===== src/rtl/if_fetch.sv =====
`default_nettype none
// ============================================================================
// Module   : if_fetch
// Purpose  : Instruction fetch stage. Fetches a 32-bit instruction one byte
//            per memory response, assembles it little-endian and presents it
//            to decode. Supports stall, redirect (jump) and global freeze.
// Ports    : clk            - clock, all state on rising edge
//            rst            - synchronous active-low reset
//            rdy            - global ready; 0 freezes all state
//            mem_req        - byte fetch request (registered)
//            mem_addr       - byte address being requested (registered)
//            mem_byte       - returned byte
//            mem_byte_valid - mem_byte valid for mem_addr this cycle
//            id_stall       - decode cannot accept this cycle
//            jump_or_not    - redirect, flushes the current fetch
//            jump_addr      - redirect target
//            pc_o / inst_o  - presented PC / instruction (registered)
//            if_id_rdy      - pc_o/inst_o valid for decode (registered)
// Config   : ICACHE_EN - when defined, adds a 32-entry direct-mapped I-cache
//            (index pc[6:2], tag pc[31:7]) looked up in IDLE.
// Revision : 1.0 - initial release
// ============================================================================
module if_fetch (
  input  logic        clk,
  input  logic        rst,
  input  logic        rdy,
  output logic        mem_req,
  output logic [31:0] mem_addr,
  input  logic [7:0]  mem_byte,
  input  logic        mem_byte_valid,
  input  logic        id_stall,
  input  logic        jump_or_not,
  input  logic [31:0] jump_addr,
  output logic [31:0] pc_o,
  output logic [31:0] inst_o,
  output logic        if_id_rdy
);

  typedef enum logic [1:0] {
    IDLE  = 2'd0,
    FETCH = 2'd1,
    HOLD  = 2'd2
  } state_t;

  state_t      state, state_nxt;
  logic [31:0] pc, pc_nxt;
  logic [1:0]  cnt, cnt_nxt;
  logic [23:0] byte_buf, byte_buf_nxt;   // lower three bytes of the word in flight
  logic        mem_req_nxt;
  logic [31:0] mem_addr_nxt;
  logic [31:0] pc_o_nxt;
  logic [31:0] inst_o_nxt;
  logic        if_id_rdy_nxt;

`ifdef ICACHE_EN
  logic        cache_valid [32];
  logic [24:0] cache_tag   [32];
  logic [31:0] cache_data  [32];
  logic        cache_hit;
  logic        fill_we;

  assign cache_hit = cache_valid[pc[6:2]] && (cache_tag[pc[6:2]] == pc[31:7]);

  // pc is stable through a fill, so it supplies both index and tag on write.
  always_ff @(posedge clk) begin
    if (!rst) begin
      for (int i = 0; i < 32; i++) cache_valid[i] <= 1'b0;
    end else if (rdy && fill_we) begin
      cache_valid[pc[6:2]] <= 1'b1;
      cache_tag[pc[6:2]]   <= pc[31:7];
      cache_data[pc[6:2]]  <= {mem_byte, byte_buf};
    end
  end
`endif

  always_comb begin
    state_nxt     = state;
    pc_nxt        = pc;
    cnt_nxt       = cnt;
    byte_buf_nxt  = byte_buf;
    mem_req_nxt   = mem_req;
    mem_addr_nxt  = mem_addr;
    pc_o_nxt      = pc_o;
    inst_o_nxt    = inst_o;
    if_id_rdy_nxt = if_id_rdy;
`ifdef ICACHE_EN
    fill_we       = 1'b0;
`endif

    if (jump_or_not) begin
      // Redirect wins over everything: a byte arriving now is dropped and
      // no cache fill happens.
      state_nxt     = IDLE;
      pc_nxt        = jump_addr;
      cnt_nxt       = 2'd0;
      mem_req_nxt   = 1'b0;
      if_id_rdy_nxt = 1'b0;
    end else begin
      case (state)
        IDLE: begin
`ifdef ICACHE_EN
          if (cache_hit) begin
            state_nxt     = HOLD;
            pc_o_nxt      = pc;
            inst_o_nxt    = cache_data[pc[6:2]];
            if_id_rdy_nxt = 1'b1;
          end else begin
            state_nxt    = FETCH;
            cnt_nxt      = 2'd0;
            mem_req_nxt  = 1'b1;
            mem_addr_nxt = pc;
          end
`else
          state_nxt    = FETCH;
          cnt_nxt      = 2'd0;
          mem_req_nxt  = 1'b1;
          mem_addr_nxt = pc;
`endif
        end

        FETCH: begin
          if (mem_byte_valid) begin
            case (cnt)
              2'd0: byte_buf_nxt[7:0]   = mem_byte;
              2'd1: byte_buf_nxt[15:8]  = mem_byte;
              2'd2: byte_buf_nxt[23:16] = mem_byte;
              default: ;
            endcase
            if (cnt == 2'd3) begin
              state_nxt     = HOLD;
              cnt_nxt       = 2'd0;
              mem_req_nxt   = 1'b0;
              pc_o_nxt      = pc;
              inst_o_nxt    = {mem_byte, byte_buf};
              if_id_rdy_nxt = 1'b1;
`ifdef ICACHE_EN
              fill_we       = 1'b1;
`endif
            end else begin
              cnt_nxt      = cnt + 2'd1;
              mem_addr_nxt = pc + {30'd0, cnt} + 32'd1;
            end
          end
        end

        HOLD: begin
          if (!id_stall) begin
            // Consume and go straight to fetching the next sequential word.
            state_nxt     = FETCH;
            pc_nxt        = pc + 32'd4;
            cnt_nxt       = 2'd0;
            mem_req_nxt   = 1'b1;
            mem_addr_nxt  = pc + 32'd4;
            if_id_rdy_nxt = 1'b0;
          end
        end

        default: state_nxt = IDLE;
      endcase
    end
  end

  always_ff @(posedge clk) begin
    if (!rst) begin
      state     <= IDLE;
      pc        <= 32'd0;
      cnt       <= 2'd0;
      byte_buf  <= 24'd0;
      mem_req   <= 1'b0;
      mem_addr  <= 32'd0;
      pc_o      <= 32'd0;
      inst_o    <= 32'd0;
      if_id_rdy <= 1'b0;
    end else if (rdy) begin
      state     <= state_nxt;
      pc        <= pc_nxt;
      cnt       <= cnt_nxt;
      byte_buf  <= byte_buf_nxt;
      mem_req   <= mem_req_nxt;
      mem_addr  <= mem_addr_nxt;
      pc_o      <= pc_o_nxt;
      inst_o    <= inst_o_nxt;
      if_id_rdy <= if_id_rdy_nxt;
    end
  end

endmodule
`default_nettype wire


===== config.mk =====
export PLATFORM = sky130hd
export DESIGN_NAME = if_fetch
export DESIGN_NICKNAME = d
export VERILOG_FILES = /design/src/rtl/if_fetch.sv
export SDC_FILE = /design/constraint.sdc
export NUM_CORES = 1
export LEC_CHECK = 0
export CAP_MARGIN = 25
export CORE_ASPECT_RATIO = 0.9
export CORE_MARGIN = 3
export CORE_UTILIZATION = 34
export DETAILED_ROUTE_END_ITERATION = 10
export GPL_TIMING_DRIVEN = 1
export PLACE_DENSITY = 0.67
export REMOVE_ABC_BUFFERS = 1
export SETUP_SLACK_MARGIN = 0.05
export SYNTH_ARGS = -nofsm -noshare
export SYNTH_HDL_FRONTEND = slang
export SYNTH_SLANG_ARGS = --single-unit

===== constraint.sdc =====
create_clock -name clk -period 2.6 [get_ports clk]
set_input_delay 0.26 -clock clk [delete_from_list [all_inputs] [get_ports clk]]
set_output_delay 0.26 -clock clk [all_outputs]
set_load 0.02 [all_outputs]

==> tab_implementation.tex, run 1 <==
\begin{tabular}{lr}
\hline
Metric & Value \\
\hline
\multicolumn{2}{l}{\textbf{Cells and area}} \\
Sequential cell area in the final layout & 3160 sq um \\
Filler cell count in the final layout & 2200 \\
Fraction of final layout cells with drive strength greater than 1 & 9.33\% \\
Leading cell types in the layout, fill and taps excluded & sky130\_fd\_sc\_hd\_\_nand2\_1 (217), sky130\_fd\_sc\_hd\_\_dfxtp\_1 (158), sky130\_fd\_sc\_hd\_\_clkdlybuf4s50\_1 (142) \\
Antenna Cells & 0 \\
Footprint of the multi-input gates & 4160 sq um \\
Area overhead of the layout relative to synthesis & 31.7\% \\
Most common library cell in the layout ignoring fill and taps & sky130\_fd\_sc\_hd\_\_nand2\_1 \\
Final net count & 1204 \\
\multicolumn{2}{l}{\textbf{Worst setup path}} \\
Cells along the critical path & nand4\_4 -> or4\_1 -> o31a\_1 -> o21ai\_0 -> a21oi\_1 \\
Critical Path Slowest Stage Cell & sky130\_fd\_sc\_hd\_\_or4\_1 \\
Longest individual stage delay on the worst path & 0.79 ns \\
Arrival time at the worst endpoint & 2.64 ns \\
Maximum fanout along the worst path & 14 \\
Crit Path Category & register to register \\
Endpoint kind of the worst setup timing path & register \\
Required time of the critical path & 2.90 ns \\
Crit path buffers/inverters & 0 \\
CP Launch Type & register \\
Crit-path leading delay family & simple AND/OR/NAND/NOR gates \\
\multicolumn{2}{l}{\textbf{Routing}} \\
Length of the first detailed-routing pass in iterations & 6 \\
Overall via count from detail\_route & 8109 \\
Initial DRC Count & 923 \\
Vias per Instance & 5.60 \\
DRC violation count after routing & 0 \\
Total length of routed wires & 26500 um \\
Final antenna-violating net count & 0 \\
Detailed-route wire length per cell & 18.3 um \\
\multicolumn{2}{l}{\textbf{Timing}} \\
Final setup violation count & 0 \\
Clock period minus worst slack & 2.34 ns \\
Peak clock frequency supported by timing & 427 MHz \\
Post-Route Skew & 0.00908 ns \\
Unrepaired setup endpoints after global routing & no \\
Tightest slew margin relative to the limit & 49.3\% \\
Setup slack after layout & 0.259 ns \\
Max-slew violations & 0 \\
Worst Max-Slew Pin Slew & 0.760 ns \\
Count of endpoints failing hold in the final timing report & 0 \\
Crit share post-route & 90.0\% \\
\multicolumn{2}{l}{\textbf{Logic synthesis}} \\
Flip-flop cell with the highest count after synthesis & sky130\_fd\_sc\_hd\_\_dfxtp\_1 \\
Number of storage elements in the synthesis netlist & 158 \\
Portion of the post-synthesis area used by sequential elements & 40.6\% \\
Synthesized instance count & 1029 \\
EDFF count, synth & 0 \\
Average cell area after synthesis & 7.56 sq um \\
Post-synth design cell area & 7780 sq um \\
Warning count from the yosys run & 0 \\
Number of library cell types mapped by synthesis & 65 \\
Proportion of synthesized flip-flops having asynchronous set or reset & 0\% \\
\multicolumn{2}{l}{\textbf{Clock network}} \\
Post-CTS Setup Inserts & 0 \\
Clock slew seen by the registers of the worst setup and hold paths & 0.07 ns \\
TritonCTS clock tree & built \\
Total CTS buffers & 17 \\
Bufs on Longest Clock Path & 2 \\
Total clock sinks & 158 \\
Library cell used as clock root buffer & sky130\_fd\_sc\_hd\_\_clkbuf\_16 \\
Hold buffer count at CTS & 0 \\
H-tree depth & 4 \\
Source-to-sink clock delay at the later pin of the worst-skew pair & 0.44 ns \\
\# resized after CTS & 0 \\
\multicolumn{2}{l}{\textbf{Die}} \\
Die Footprint & 24700 sq um \\
Placeable Area & 22100 sq um \\
Horizontal die dimension & 165 um \\
Die H & 150 um \\
I/O pin total & 144 \\
Standard-cell row count & 51 \\
Starting Density & 35.3\% \\
\multicolumn{2}{l}{\textbf{Flow run}} \\
Number of maximum-capacitance constraint violations & 0 \\
\multicolumn{2}{l}{\textbf{Place}} \\
Dpl hpwl & 17800 um \\
Routability Congestion & 0.925 \\
Port Buf Inserts & 143 \\
Pre-CTS setup slack & 0.225 ns \\
\multicolumn{2}{l}{\textbf{Pwr}} \\
Leakage power of the design & 3.44 nW \\
IR drop worst, VDD & 438 uV \\
Power per standard cell area & 554 nW/um\^{}2 \\
Final total power & 0.00568 W \\
\multicolumn{2}{l}{\textbf{Global routing}} \\
Maximum number of pins on one net before global-route repair & 130 \\
Total GRT Usage & 21.1\% \\
Total congestion overflow & 0 \\
Number of antenna violations at the first check in global routing & 1 \\
Vias in the first global route & 7375 \\
First-pass GRT wire length & 41300 um \\
\multicolumn{2}{l}{\textbf{Worst hold path}} \\
Hold Path Class & input pin to register \\
\multicolumn{2}{l}{\textbf{Run status}} \\
Run status & finished, final reports clean \\
\hline
\end{tabular}
layout make-up:
type / instances / share of cell area (%)
clock buffers: 17 / 4.15
multi-input cells: 755 / 40.6
well taps: 291 / 3.55
clock inverters: 15 / 1.92
repair buffers: 194 / 18.3
flip-flops and latches: 158 / 30.9
inverters: 18 / 0.683
worst register-to-register path: stages, from the launching register on:
cell,delay [ns]
sky130_fd_sc_hd__dfxtp_1,0.53
sky130_fd_sc_hd__nand4_4,0.30
sky130_fd_sc_hd__or4_1,0.79
sky130_fd_sc_hd__o31a_1,0.37
sky130_fd_sc_hd__o21ai_0,0.14
sky130_fd_sc_hd__a21oi_1,0.08
layer usage:
layer | routed length [um] | up-vias | GRT usage (%) | share of wire [%]
li1 | - | 3874 | - | -
met1 | 12100 | 3829 | 30.2 | 46
met2 | 11500 | 353 | 31.3 | 43
met3 | 2210 | 51 | 4.87 | 8.3
met4 | 623 | 2 | 6.82 | 2.4
met5 | 13 | - | 0 | 0.049
metrics by stage:
stage                     cell area (sq um)  setup TNS [ns]  util, %  std cells  hold slack, ns
after global placement                 9630               0     43.6       1416           0.439
after detailed placement               9630               0     43.6       1416           0.443
after global routing                  10300               0     46.4       1448           0.280
after floorplan                        7380          -32.88        -        931           0.378
after CTS                             10200               0     46.4       1448           0.244
final                                 10300               0     46.4       1448           0.265
Yosys cell counts, drive strengths merged (4+ instances only):
cell type / number / area share (%)
a22o: 4 / 0.45
a32o: 4 / 0.51
a41oi: 5 / 0.56
o221ai: 8 / 0.90
dfxtp: 158 / 41
o21ai: 50 / 3.2
nand2: 218 / 11
o31a: 7 / 0.79
o31ai: 14 / 1.4
a211oi: 11 / 1.1
nand3: 48 / 3.2
nand4: 11 / 1.4
a21o: 4 / 0.39
nor3: 10 / 0.71
nor2b: 6 / 0.48
o211ai: 6 / 0.58
a21oi: 139 / 9.0
clkbuf: 75 / 3.6
or4: 5 / 0.58
nor4: 18 / 1.7
a31oi: 16 / 1.3
or3: 8 / 0.64
a22oi: 15 / 1.4
o22ai: 5 / 0.40
o41ai: 4 / 0.45
and2: 11 / 0.88
ha: 13 / 2.1
and4: 7 / 0.79
nor2: 59 / 2.8
inv: 17 / 0.82
o21a: 11 / 1.1
buf: 23 / 1.5
and3: 11 / 0.88
state kept, by name (all words and copies together), names as in the netlist:
name and count:
byte_buf 24, cnt 2, if_id_rdy 1, inst_o 32, mem_addr 32, mem_req 1
pc 32, pc_o 32, state 2
final timing paths:
check                   start   endpoint  slack (ns)  cells after the start
setup reg to reg        pc[8]     pc[31]        0.26                      5
hold reg to reg   byte_buf[9]  inst_o[9]        0.45                      2
hold / removal    jump_or_not      pc[1]        0.27                      3
setup / recovery        pc[8]     pc[31]        0.26                      5
power breakdown:
part	internal, W	switching (W)	total [W]
sequential	0.00246	0.0000620	0.00252
clock	0.00131	0.00125	0.00257
combinational	0.000239	0.000351	0.000591
total	0.00401	0.00167	0.00568
cells by family after synthesis:
logic type	synth area share (%)
simple gates	25.5
compound gates	24.8
flops	40.6
buf+inv	6.00
fa+ha+maj	2.35
mux	0.530
xor+xnor	0.225
Note: power is estimated with default switching activity, not from simulation.
==> run 2, diff against run 1 <==
- CTS_BUF_LIST: unset -> sky130_fd_sc_hd__clkbuf_2 sky130_fd_sc_hd__clkbuf_4 sky130_fd_sc_hd__clkbuf_8
- PLACE_DENSITY: 0.67 -> unset
==> run 2 against run 1 <==
  * Register-to-register slack lost 0.02 ns
  * Critical path type unchanged
  * Count of clock-buffer cells in the layout is the same
  * Sequential power is essentially flat
  * Die area is the same
  * Total power shrank 11%
  * Via count shrank 2.5%
  * Largest power group is now registers
  * Global-route usage shrank 0.13 points
  * Clock power shrank 24%
  * Fmax shrank 1.0%
  * Non-clock buffer count grew 1
  * Combinational power is essentially flat
  * Critical path depth grew 1
==> tab_implementation.tex, run 2 (synthesis results as in run 1) <==
\begin{tabular}{lr}
\hline
Metric & Value \\
\hline
\multicolumn{2}{l}{\textbf{Die}} \\
Placeable Area & 22100 sq um (unchanged) \\
Die Footprint & 24700 sq um (unchanged) \\
Horizontal die dimension & 165 um (unchanged) \\
I/O pin total & 144 (unchanged) \\
Starting Density & 35.3\% (unchanged) \\
Die H & 150 um (unchanged) \\
Standard-cell row count & 51 (unchanged) \\
\multicolumn{2}{l}{\textbf{Timing}} \\
Peak clock frequency supported by timing & 423 MHz (-1.0\%) \\
Max-slew violations & 0 (unchanged) \\
Final setup violation count & 0 (unchanged) \\
Unrepaired setup endpoints after global routing & no \\
Setup slack after layout & 0.235 ns (-0.0240 ns) \\
Count of endpoints failing hold in the final timing report & 0 (unchanged) \\
Worst Max-Slew Pin Slew & 0.667 ns (-0.0929 ns) \\
Tightest slew margin relative to the limit & 55.1\% (+5.8 points) \\
Post-Route Skew & 0.0138 ns (+0.00468 ns) \\
Clock period minus worst slack & 2.36 ns (+0.0240 ns) \\
Crit share post-route & 91.0\% (+0.92 points) \\
\multicolumn{2}{l}{\textbf{Global routing}} \\
First-pass GRT wire length & 40900 um (-0.93\%) \\
Total congestion overflow & 0 (unchanged) \\
Total GRT Usage & 21.0\% (-0.13 points) \\
Maximum number of pins on one net before global-route repair & 106 (-18\%) \\
Number of antenna violations at the first check in global routing & 0 (-1) \\
Vias in the first global route & 7227 (-2.0\%) \\
\multicolumn{2}{l}{\textbf{Clock network}} \\
Clock slew seen by the registers of the worst setup and hold paths & 0.10 ns (+0.03 ns) \\
Bufs on Longest Clock Path & 2 (unchanged) \\
Total CTS buffers & 17 (unchanged) \\
Source-to-sink clock delay at the later pin of the worst-skew pair & 0.47 ns (+0.03 ns) \\
\# resized after CTS & 0 (unchanged) \\
Hold buffer count at CTS & 0 (unchanged) \\
Library cell used as clock root buffer & sky130\_fd\_sc\_hd\_\_clkbuf\_8 \\
H-tree depth & 4 (unchanged) \\
Post-CTS Setup Inserts & 0 (unchanged) \\
Total clock sinks & 158 (unchanged) \\
TritonCTS clock tree & built \\
\multicolumn{2}{l}{\textbf{Cells and area}} \\
Fraction of final layout cells with drive strength greater than 1 & 9.33\% (about the same) \\
Leading cell types in the layout, fill and taps excluded & sky130\_fd\_sc\_hd\_\_nand2\_1 (217), sky130\_fd\_sc\_hd\_\_dfxtp\_1 (158), sky130\_fd\_sc\_hd\_\_clkdlybuf4s50\_1 (142) \\
Most common library cell in the layout ignoring fill and taps & sky130\_fd\_sc\_hd\_\_nand2\_1 \\
Antenna Cells & 0 (unchanged) \\
Area overhead of the layout relative to synthesis & 29.1\% \\
Filler cell count in the final layout & 2278 (+3.5\%) \\
Final net count & 1205 (+0.083\%) \\
Non-Filler Instances & 1449 (+0.069\%) \\
Post-layout util & 45.5\% (-0.92 points) \\
\multicolumn{2}{l}{\textbf{Routing}} \\
Total length of routed wires & 26200 um (-1.0\%) \\
Detailed-route wire length per cell & 18.1 um (-1.1\%) \\
Vias per Instance & 5.46 (-2.5\%) \\
DRC violation count after routing & 0 (unchanged) \\
Overall via count from detail\_route & 7909 (-2.5\%) \\
Initial DRC Count & 841 (-8.9\%) \\
Length of the first detailed-routing pass in iterations & 6 (unchanged) \\
Final antenna-violating net count & 0 (unchanged) \\
\multicolumn{2}{l}{\textbf{Pwr}} \\
IR drop worst, VDD & 345 uV (-21\%) \\
Leakage power of the design & 3.35 nW (-2.6\%) \\
Cell-internal power & 0.00353 W (-12\%) \\
Power per standard cell area & 504 nW/um\^{}2 (-9.0\%) \\
Combinational cell fraction of total power & 11.6\% (+1.2 points) \\
Part of the total power dissipated in sequential elements & 49.8\% (+5.4 points) \\
Clock power frac & 38.6\% (-6.6 points) \\
Switching power as a share of total power & 30.4\% (+1.0 points) \\
P\_sw & 0.00154 W (-7.7\%) \\
\multicolumn{2}{l}{\textbf{Place}} \\
Cell count after placement & 1417 (+0.071\%) \\
Pre-CTS setup slack & 0.282 ns (+0.0564 ns) \\
Port Buf Inserts & 143 (unchanged) \\
Dpl hpwl & 18100 um (+1.6\%) \\
Routability Congestion & 0.907 (-1.9\%) \\
\multicolumn{2}{l}{\textbf{Worst setup path}} \\
Maximum fanout along the worst path & 9 (-5) \\
Cells along the critical path & ha\_1 -> nand4\_2 -> or3\_1 -> or3\_1 -> o31a\_1 -> a21oi\_2 \\
Endpoint kind of the worst setup timing path & register \\
Required time of the critical path & 3.01 ns (+0.11 ns) \\
Crit-path leading delay family & simple AND/OR/NAND/NOR gates \\
Arrival time at the worst endpoint & 2.77 ns (+0.13 ns) \\
Critical Path Slowest Stage Cell & sky130\_fd\_sc\_hd\_\_dfxtp\_1 \\
Longest individual stage delay on the worst path & 0.52 ns (-0.27 ns) \\
CP Launch Type & register \\
Crit path buffers/inverters & 0 (unchanged) \\
Crit Path Category & register to register \\
Cell with the most instances on the worst path & sky130\_fd\_sc\_hd\_\_or3\_1 \\
\multicolumn{2}{l}{\textbf{Flow run}} \\
Number of maximum-capacitance constraint violations & 0 (unchanged) \\
\multicolumn{2}{l}{\textbf{Worst hold path}} \\
Hold Path Class & input pin to register \\
\multicolumn{2}{l}{\textbf{Run status}} \\
Run status & finished, final reports clean \\
\hline
\end{tabular}
[run 2: changes by cell type in the layout (fill, tap and decap cells not counted), moves of 2 or more]
cell / delta
sky130_fd_sc_hd__clkbuf_16: -17
sky130_fd_sc_hd__clkbuf_8: +17
sky130_fd_sc_hd__clkinv_8: -4
sky130_fd_sc_hd__inv_8: +3
sky130_fd_sc_hd__buf_4: +2
sky130_fd_sc_hd__clkinvlp_4: +2
[run 2: worst reg2reg max path, cell delays in order (launching register included)]
cell	delay, ns
sky130_fd_sc_hd__dfxtp_1	0.52
sky130_fd_sc_hd__ha_1	0.26
sky130_fd_sc_hd__nand4_2	0.22
sky130_fd_sc_hd__or3_1	0.52
sky130_fd_sc_hd__or3_1	0.41
sky130_fd_sc_hd__o31a_1	0.27
sky130_fd_sc_hd__a21oi_2	0.12
[run 2: metal layers]
metal  global-route usage [%]  part of all wire, %  vias to the layer above
met4                     6.11                  1.9                        0
li1                         -                    -                     3870
met2                     31.5                   44                      305
met1                     30.6                   47                     3695
met5                        0                    0                        -
met3                     3.87                  6.9                       39
[run 2: final timing paths]
| check | start | endpoint | slack, ns | cells after the start |
|---|---|---|---|---|
| worst min-delay path | jump_or_not | state[0] | 0.25 | 3 |
| worst max-delay path | pc[3] | mem_addr[24] | 0.24 | 6 |
| worst min register to register | byte_buf[15] | inst_o[15] | 0.45 | 2 |
| worst max register to register | pc[3] | mem_addr[24] | 0.24 | 6 |
[run 2: through the flow]
| step | hold slack, ns | total power (W) | cell area [sq um] | TNS, ns |
|---|---|---|---|---|
| after floorplan | 0.378 | 0.00284 | 7380 | -32.88 |
| after global placement | 0.440 | 0.00316 | 9620 | 0 |
| after detailed placement | 0.444 | 0.00316 | 9620 | 0 |
| after CTS | 0.233 | 0.00512 | 10000 | 0 |
| after global routing | 0.229 | 0.00526 | 10000 | 0 |
| final | 0.248 | 0.00507 | 10000 | 0 |
[run 2: power groups by stage]
stage / registers (W) / logic, W / clock network (W)
3_5_place_dp: 0.00258 / 0.000580 / 0
3_3_place_gp: 0.00258 / 0.000578 / 0
5_1_grt: 0.00253 / 0.000640 / 0.00209
6_report: 0.00252 / 0.000589 / 0.00196
4_1_cts: 0.00252 / 0.000584 / 0.00201
2_1_floorplan: 0.00259 / 0.000252 / 0
[run 2: final cells by class]
class | instances | area [sq um] | area share, %
Clock inverter | 15 | 193 | 1.92
Timing Repair Buffer | 195 | 1870 | 18.6
Sequential cell | 158 | 3160 | 31.5
Inverter | 18 | 70.1 | 0.697
Multi-Input combinational cell | 755 | 4160 | 41.4
Clock buffer | 17 | 234 | 2.33
Tap cell | 291 | 364 | 3.62
